==> src/rtl/mc_main_control.sv <==
// mc_main_control: Moore main control FSM for the multicycle MIPS datapath.
// Sequences fetch / decode / execute / memory / writeback and drives every
// datapath select and strobe. Memory-access states stall on MemReady.
// Optional build macro ILLEGAL_OP_TRAP_EN: unknown opcodes enter a sticky TRAP
// state (IllegalOp=1) instead of retiring as a 2-cycle NOP.
module mc_main_control #(
    parameter logic [5:0] OP_RTYPE = 6'h00,
    parameter logic [5:0] OP_LW    = 6'h23,
    parameter logic [5:0] OP_SW    = 6'h2B,
    parameter logic [5:0] OP_BEQ   = 6'h04,
    parameter logic [5:0] OP_J     = 6'h02,
    parameter logic [5:0] OP_ADDI  = 6'h08
) (
    input  logic       clk,
    input  logic       rst_n,
    input  logic [5:0] Op,
    input  logic       MemReady,
    output logic       PCWrite,
    output logic       PCWriteCond,
    output logic       IorD,
    output logic       MemRead,
    output logic       MemWrite,
    output logic       IRWrite,
    output logic       MemtoReg,
    output logic       RegDst,
    output logic       RegWrite,
    output logic       ALUSrcA,
    output logic [1:0] ALUSrcB,
    output logic [1:0] ALUOp,
    output logic [1:0] PCSource,
    output logic [3:0] State,
    output logic       IllegalOp
);

    typedef enum logic [3:0] {
        FETCH    = 4'd0,
        DECODE   = 4'd1,
        MEMADR   = 4'd2,
        MEMRD    = 4'd3,
        MEMWB    = 4'd4,
        MEMWR    = 4'd5,
        EXEC     = 4'd6,
        ALUWB    = 4'd7,
        BRANCH   = 4'd8,
        JUMP     = 4'd9,
        ADDIEXEC = 4'd10,
`ifdef ILLEGAL_OP_TRAP_EN
        ADDIWB   = 4'd11,
        TRAP     = 4'd12
`else
        ADDIWB   = 4'd11
`endif
    } state_t;

    state_t state;

    assign State = state;

    // State register and next-state selection; Op is only looked at in DECODE and MEMADR
    always_ff @(posedge clk or negedge rst_n) begin
        if (!rst_n) begin
            state <= FETCH;
        end else begin
            case (state)
                FETCH:    if (MemReady) state <= DECODE;
                DECODE: begin
                    case (Op)
                        OP_LW, OP_SW: state <= MEMADR;
                        OP_RTYPE:     state <= EXEC;
                        OP_BEQ:       state <= BRANCH;
                        OP_J:         state <= JUMP;
                        OP_ADDI:      state <= ADDIEXEC;
`ifdef ILLEGAL_OP_TRAP_EN
                        default:      state <= TRAP;
`else
                        default:      state <= FETCH;
`endif
                    endcase
                end
                MEMADR:   state <= (Op == OP_LW) ? MEMRD : MEMWR;
                MEMRD:    if (MemReady) state <= MEMWB;
                MEMWB:    state <= FETCH;
                MEMWR:    if (MemReady) state <= FETCH;
                EXEC:     state <= ALUWB;
                ALUWB:    state <= FETCH;
                BRANCH:   state <= FETCH;
                JUMP:     state <= FETCH;
                ADDIEXEC: state <= ADDIWB;
                ADDIWB:   state <= FETCH;
`ifdef ILLEGAL_OP_TRAP_EN
                TRAP:     state <= TRAP;
`endif
                // Unused codes recover to FETCH
                default:  state <= FETCH;
            endcase
        end
    end

    // Output decode from state; strobes are forced low while reset is held
    always_comb begin
        PCWrite     = 1'b0;
        PCWriteCond = 1'b0;
        IorD        = 1'b0;
        MemRead     = 1'b0;
        MemWrite    = 1'b0;
        IRWrite     = 1'b0;
        MemtoReg    = 1'b0;
        RegDst      = 1'b0;
        RegWrite    = 1'b0;
        ALUSrcA     = 1'b0;
        ALUSrcB     = 2'b00;
        ALUOp       = 2'b00;
        PCSource    = 2'b00;
        IllegalOp   = 1'b0;
        case (state)
            FETCH: begin
                MemRead = 1'b1;
                ALUSrcB = 2'b01;
                IRWrite = MemReady;
                PCWrite = MemReady;
            end
            DECODE:   ALUSrcB = 2'b11;
            MEMADR: begin
                ALUSrcA = 1'b1;
                ALUSrcB = 2'b10;
            end
            MEMRD: begin
                MemRead = 1'b1;
                IorD    = 1'b1;
            end
            MEMWB: begin
                MemtoReg = 1'b1;
                RegWrite = 1'b1;
            end
            MEMWR: begin
                MemWrite = 1'b1;
                IorD     = 1'b1;
            end
            EXEC: begin
                ALUSrcA = 1'b1;
                ALUOp   = 2'b10;
            end
            ALUWB: begin
                RegDst   = 1'b1;
                RegWrite = 1'b1;
            end
            BRANCH: begin
                ALUSrcA     = 1'b1;
                ALUOp       = 2'b01;
                PCWriteCond = 1'b1;
                PCSource    = 2'b01;
            end
            JUMP: begin
                PCWrite  = 1'b1;
                PCSource = 2'b10;
            end
            ADDIEXEC: begin
                ALUSrcA = 1'b1;
                ALUSrcB = 2'b10;
            end
            ADDIWB:   RegWrite = 1'b1;
`ifdef ILLEGAL_OP_TRAP_EN
            TRAP:     IllegalOp = 1'b1;
`endif
            default:  ;
        endcase
        if (!rst_n) begin
            PCWrite     = 1'b0;
            PCWriteCond = 1'b0;
            MemRead     = 1'b0;
            MemWrite    = 1'b0;
            IRWrite     = 1'b0;
            RegWrite    = 1'b0;
        end
    end

endmodule

==> config.mk <==
export PLATFORM = sky130hd
export DESIGN_NAME = mc_main_control
export DESIGN_NICKNAME = d
export VERILOG_FILES = /design/src/rtl/mc_main_control.sv
export SDC_FILE = /design/constraint.sdc
export NUM_CORES = 1
export LEC_CHECK = 0
export ABC_AREA = 1
export CAP_MARGIN = 20
export CORE_MARGIN = 1
export CORE_UTILIZATION = 32
export CTS_CLUSTER_DIAMETER = 200
export DETAILED_ROUTE_END_ITERATION = 8
export GPL_TIMING_DRIVEN = 0
export MAX_ROUTING_LAYER = met4
export PLACE_DENSITY = 0.74
export SLEW_MARGIN = 20
export SYNTH_ARGS = -nofsm -noshare
export SYNTH_HDL_FRONTEND = slang
export SYNTH_SLANG_ARGS = --single-unit
==> constraint.sdc <==
create_clock -name clk -period 1 [get_ports clk]
set_input_delay 0.2 -clock clk [delete_from_list [all_inputs] [get_ports clk]]
set_output_delay 0.2 -clock clk [all_outputs]
set_load 0.05 [all_outputs]
======== Word level (Yosys, flattened, before mapping) ========
Index checks and enable logic that the tools add are counted.
storage, ports and cells
  register bits ........................... 4
  latch bits .............................. 0
  RAM bits ................................ 0
  bits in read-only memories .............. 0
  bits of input ports ..................... 9
  logic and storage cells ................. 54
  memories kept ........................... 0
operators by class
  $add $sub $neg .......................... 0
  $mul .................................... 0
  div/mod/pow operators ................... 0
  order comparisons ....................... 0
  equality and inequality tests ........... 19
  shift-type cells ........................ 0
  mux-type cells .......................... 25
  bitwise operators ....................... 0
  reduce and logical (&&, ||, !) cells .... 9
operators with widths
  kind                  count
  $pmux W4 S7           1
  $pmux W4 S5           1
  $eq A4 B3 Y1 const B  4
  $eq A4 B4 Y1 const B  4
  $mux W1               15
  $eq A6 B6 Y1 const B  2
  $mux W4               3
  $eq A4 B2 Y1 const B  2
  $pmux W2 S2           2
  $reduce_or A2 Y1      4
  $eq A6 B2 Y1 const B  1
  $eq A6 B3 Y1 const B  1
  $eq A6 B4 Y1 const B  1
  $logic_not A6 Y1      1
  $ne A2 B2 Y1 const B  3
  $pmux W2 S3           1
  $eq A4 B1 Y1 const B  1
  $logic_not A4 Y1      1
  $reduce_or A4 Y1      1
  $mux W3               1
  $reduce_and A3 Y1     1
  $reduce_or A3 Y1      1
  $pmux W1 S2           1

======== Depth between registers and ports, before layout ========
  depth in word-level cells ............... 4
  mapped depth ............................ 8

======== Worst setup path after synthesis ========
OpenSTA, ideal clock, no wires.
  path type ............................... reg2out
  start point ............................. reg state[3], in the netlist State[3]
  end point ............................... out PCWrite
  data arrival time ....................... 2215 ps
  data required time ...................... 800 ps
  slack ................................... -1415 ps
  cell stages (with the launch flop) ...... 5
  path through ............................ dfrtp_1 -> nand2_1 -> nor2_1 -> nand2_1 -> o21ai_0
on the way
  word-level cells in the longest chain between the ends .. 3
  elaborated cells between the ends (all ways) .. 4
  those cells by class .................... eq/ne: 1; mux: 2; reduce/logical: 1
ends and longest elaborated chain
  element                                                  RTL line  text
  from (decl)                                              55        state_t state;
  from (signal assigned)                                   80        MEMADR: state <= (Op == OP_LW) ? MEMRD : MEMWR;
  $eq A4 B4 Y1 / $logic_not A4 Y1 (equally long branches)  115       case (state)
  $pmux W1 S2 *                                            115
  $mux W1 *                                                167       if (!rst_n) begin
  to (decl)                                                18        output logic PCWrite,
Mark *: on every way between the ends. The rest lies on a longest branch, timed or not.

======== Final worst setup path ========
  start point ............................. reg state[1], in the netlist State[1]
  end point ............................... out PCWrite
Same word-level chain as after synthesis.

==> key figures <==
Final layout
  – Most frequent cells in the layout: 24 x buf_4, 17 x buf_6, 16 x nand2_1, 11 x nor2_4, 9 x nor2_1
  – Commonest non-fill, non-tap cell in the layout: buf_4
  – Area growth, synth to finish: 166%
  – Fin area: 1290 um^2
  – Fillers: 32
  – Proportion of layout cells with a drive suffix above 1: 0.623
  – # diodes: 0
  – Register area: approximately 110 um^2
  – Multi-input logic area: approximately 520 um^2
  – # nets final: 162
  – Max reg flops: 4

Clock network
  – CTS HTree Levels: 1
  – Root Buffer: clkbuf_4
  – Clk_lat worst skew: between 200 and 250 ps
  – Clock Sinks: 4
  – Max clock buf depth: 2
  – Clock transition at the registers of the reported paths: 40 ps
  – CTS tree: done
  – Cts bufs inserted: 3

Route
  – Wire length per cell: 20.6 um
  – Vias per cell: 5.93
  – DRT antenna net count: 0
  – Overall routed net length: 3.41 mm
  – # DRC: 0
  – Vias after detailed routing: ~990
  – DRT iter0 DRCs: 98
  – Pre-Repair DR Iteration Count: 4

Setup path
  – Req. time, crit path: 800 ps
  – Worst setup EP type: output port
  – Reg-to-Reg End: State[1]$_DFFE_PN0P_
  – R2R cell count: 10
  – Crit Path Class: flop to output port
  – R2R Setup Slk: -620 ps
  – Startpoint Class: flop
  – Crit Path Max Fanout: 4
  – Reg2Reg Launch Point: State[1]$_DFFE_PN0P_
  – Arrival time worst endpoint: 1600 ps

STA
  – Period utilization: 1.80
  – Achievable frequency: 0.556 GHz
  – Final setup margin: -797 ps
  – Hold Fails Final Rpt: 0
  – Fin crit period: 1800 ps
  – Setup TNS: -13100 ps
  – Fin. max-slew vios: 0
  – Setup violators final: 24
  – Layout Skew: 1.87 ps
  – RSZ-0062 raised after global routing: true

Synthesis
  – Yosys reg bits: 4
  – Synth warnings: 0
  – Register area share after synthesis: 0.206
  – Syn Nets: 103
  – Mean Syn Cell Area: 5.18 um^2
  – Mapped Cells: 94
  – Netlist cell types: 17
  – Synthesized cell area: 487 um^2

Power and ir drop
  – Clk network pwr share: 0.089
  – Power share of the combinational group: 0.786
  – Leakage: 0.617 nW
  – Total power draw: 0.00240 W
  – P_sw: 0.00136 W
  – Sw Share: 0.569
  – Seq pwr share: 0.125
  – Pwr/cell area: 1850 nW/um^2
  – Internal power: 0.00103 W
  – Worst VDD drop: ~1.4 mV

Run status
  – Violated checks: negative setup slack
  – Outcome: finished with violations

Job
  – Maxcap violations: 0

Placement
  – Worst slack, placed: -1360 ps
  – Dpl cell area: 926 um^2
  – Dpl hpwl: roughly 1.2 mm
  – Input/output buffers: 28
  – Final GP Congestion: 0.870

Global routing
  – First-pass GRT wire length: between 3 and 4 mm
  – Overflow after GRT: 0
  – Initial antenna violation count: 0
  – Pin count of the biggest net entering global routing: 7
  – GRT Total Usage: 0.346
  – Number of global-route vias before repair: between 800 and 900

Floorplan
  – Die H: 41 um
  – Ports: 30
  – Initial cell density of the core: 0.361
  – Row cnt: 13
  – Die width: roughly 40 um
  – Die area: between 1500 and 2000 um^2
  – Core Box Area: 1350 um^2

Hold path
  – Worst Hold Class: input pin to async pin
## per-stage QoR
stage                     std cells  utilization  hold slack (ps)
after detailed placement        137        0.686              463
final                           166        0.959              643
after global routing            166        0.959              642
after global placement          137        0.686              466
after CTS                       161        0.889              577
after floorplan                  94            -            -95.6
## synthesized netlist by cell type
cell | number | share of area
o21ai_0 | 4 | 0.041
nor2_1 | 22 | 0.17
buf_4 | 2 | 0.031
xor2_1 | 1 | 0.018
nand2_1 | 24 | 0.19
nor2_2 | 2 | 0.026
nor3_1 | 2 | 0.021
conb_1 | 1 | 0.0077
nand3_1 | 8 | 0.082
o21ai_1 | 1 | 0.010
dfrtp_1 | 4 | 0.21
nand4_1 | 2 | 0.026
nand2_2 | 1 | 0.013
inv_2 | 2 | 0.015
inv_1 | 15 | 0.12
a21oi_1 | 2 | 0.021
or2_1 | 1 | 0.013
## layout make-up
cell class              instances  share of cell area
repair buffers                 54               0.406
multi-input cells              71               0.404
flip-flops and latches          4              0.0831
inverters                      17              0.0609
clock buffers                   3              0.0174
plain buffers                   2              0.0145
well taps                      15              0.0145
## how the worst max path moves through the flow
stage | depth (start not counted) | slack, ps | to | startpoint
after detailed placement | 4 | -1360 | PCWriteCond | rst_n
final | 7 | -800 | PCWrite | State[1]$_DFFE_PN0P_
after global routing | 7 | -840 | PCWrite | State[0]$_DFFE_PN0P_
after CTS | 6 | -640 | ALUSrcB[1] | State[2]$_DFFE_PN0P_
after floorplan | 7 | -700 | RegWrite | State[0]$_DFFE_PN0P_
after global placement | 4 | -1370 | PCWriteCond | rst_n
## timing repair
item / 4_1_cts / 5_1_grt
hold buffers: 1 / 0
pin swaps: 9 / 3
gates resized for setup: 159 / 17
setup buffers: 20 / 6
endpoints found under the setup margin: 24 / 24
endpoints found under the hold margin: 4 / 0
## power by group through the flow
stage | Sequential, W | Clock [W] | Combinational (W)
after floorplan | 0.000369 | 0 | 0.000842
after global placement | 0.000271 | 0 | 0.00127
after detailed placement | 0.000276 | 0 | 0.00128
after CTS | 0.000278 | 0.000209 | 0.00156
after global routing | 0.000305 | 0.000232 | 0.00193
final | 0.000299 | 0.000214 | 0.00188
## logic make-up after synthesis
logic type / after synthesis / synth area share
simple gates: 62 / 0.535
buf+inv: 19 / 0.162
compound gates: 7 / 0.0720
flops: 4 / 0.206
xor+xnor: 1 / 0.0180
other cells: 1 / 0.00770
## critical path: stages, from the launching register on
cell and delay (ps):
dfrtp_2 460, nor2_4 180, buf_4 140, nand2_4 60
inv_2 90, nand2_2 100, o21ai_4 150, buf_6 180
## metal layers
layer	vias to the layer above	GRT usage	wire length [um]
met4	0	0.308	254
met5	-	-	0
li1	403	-	-
met2	91	0.539	1680
met1	455	0.358	1130
met3	36	0.0815	352
Note: power is estimated with default switching activity, not from simulation.
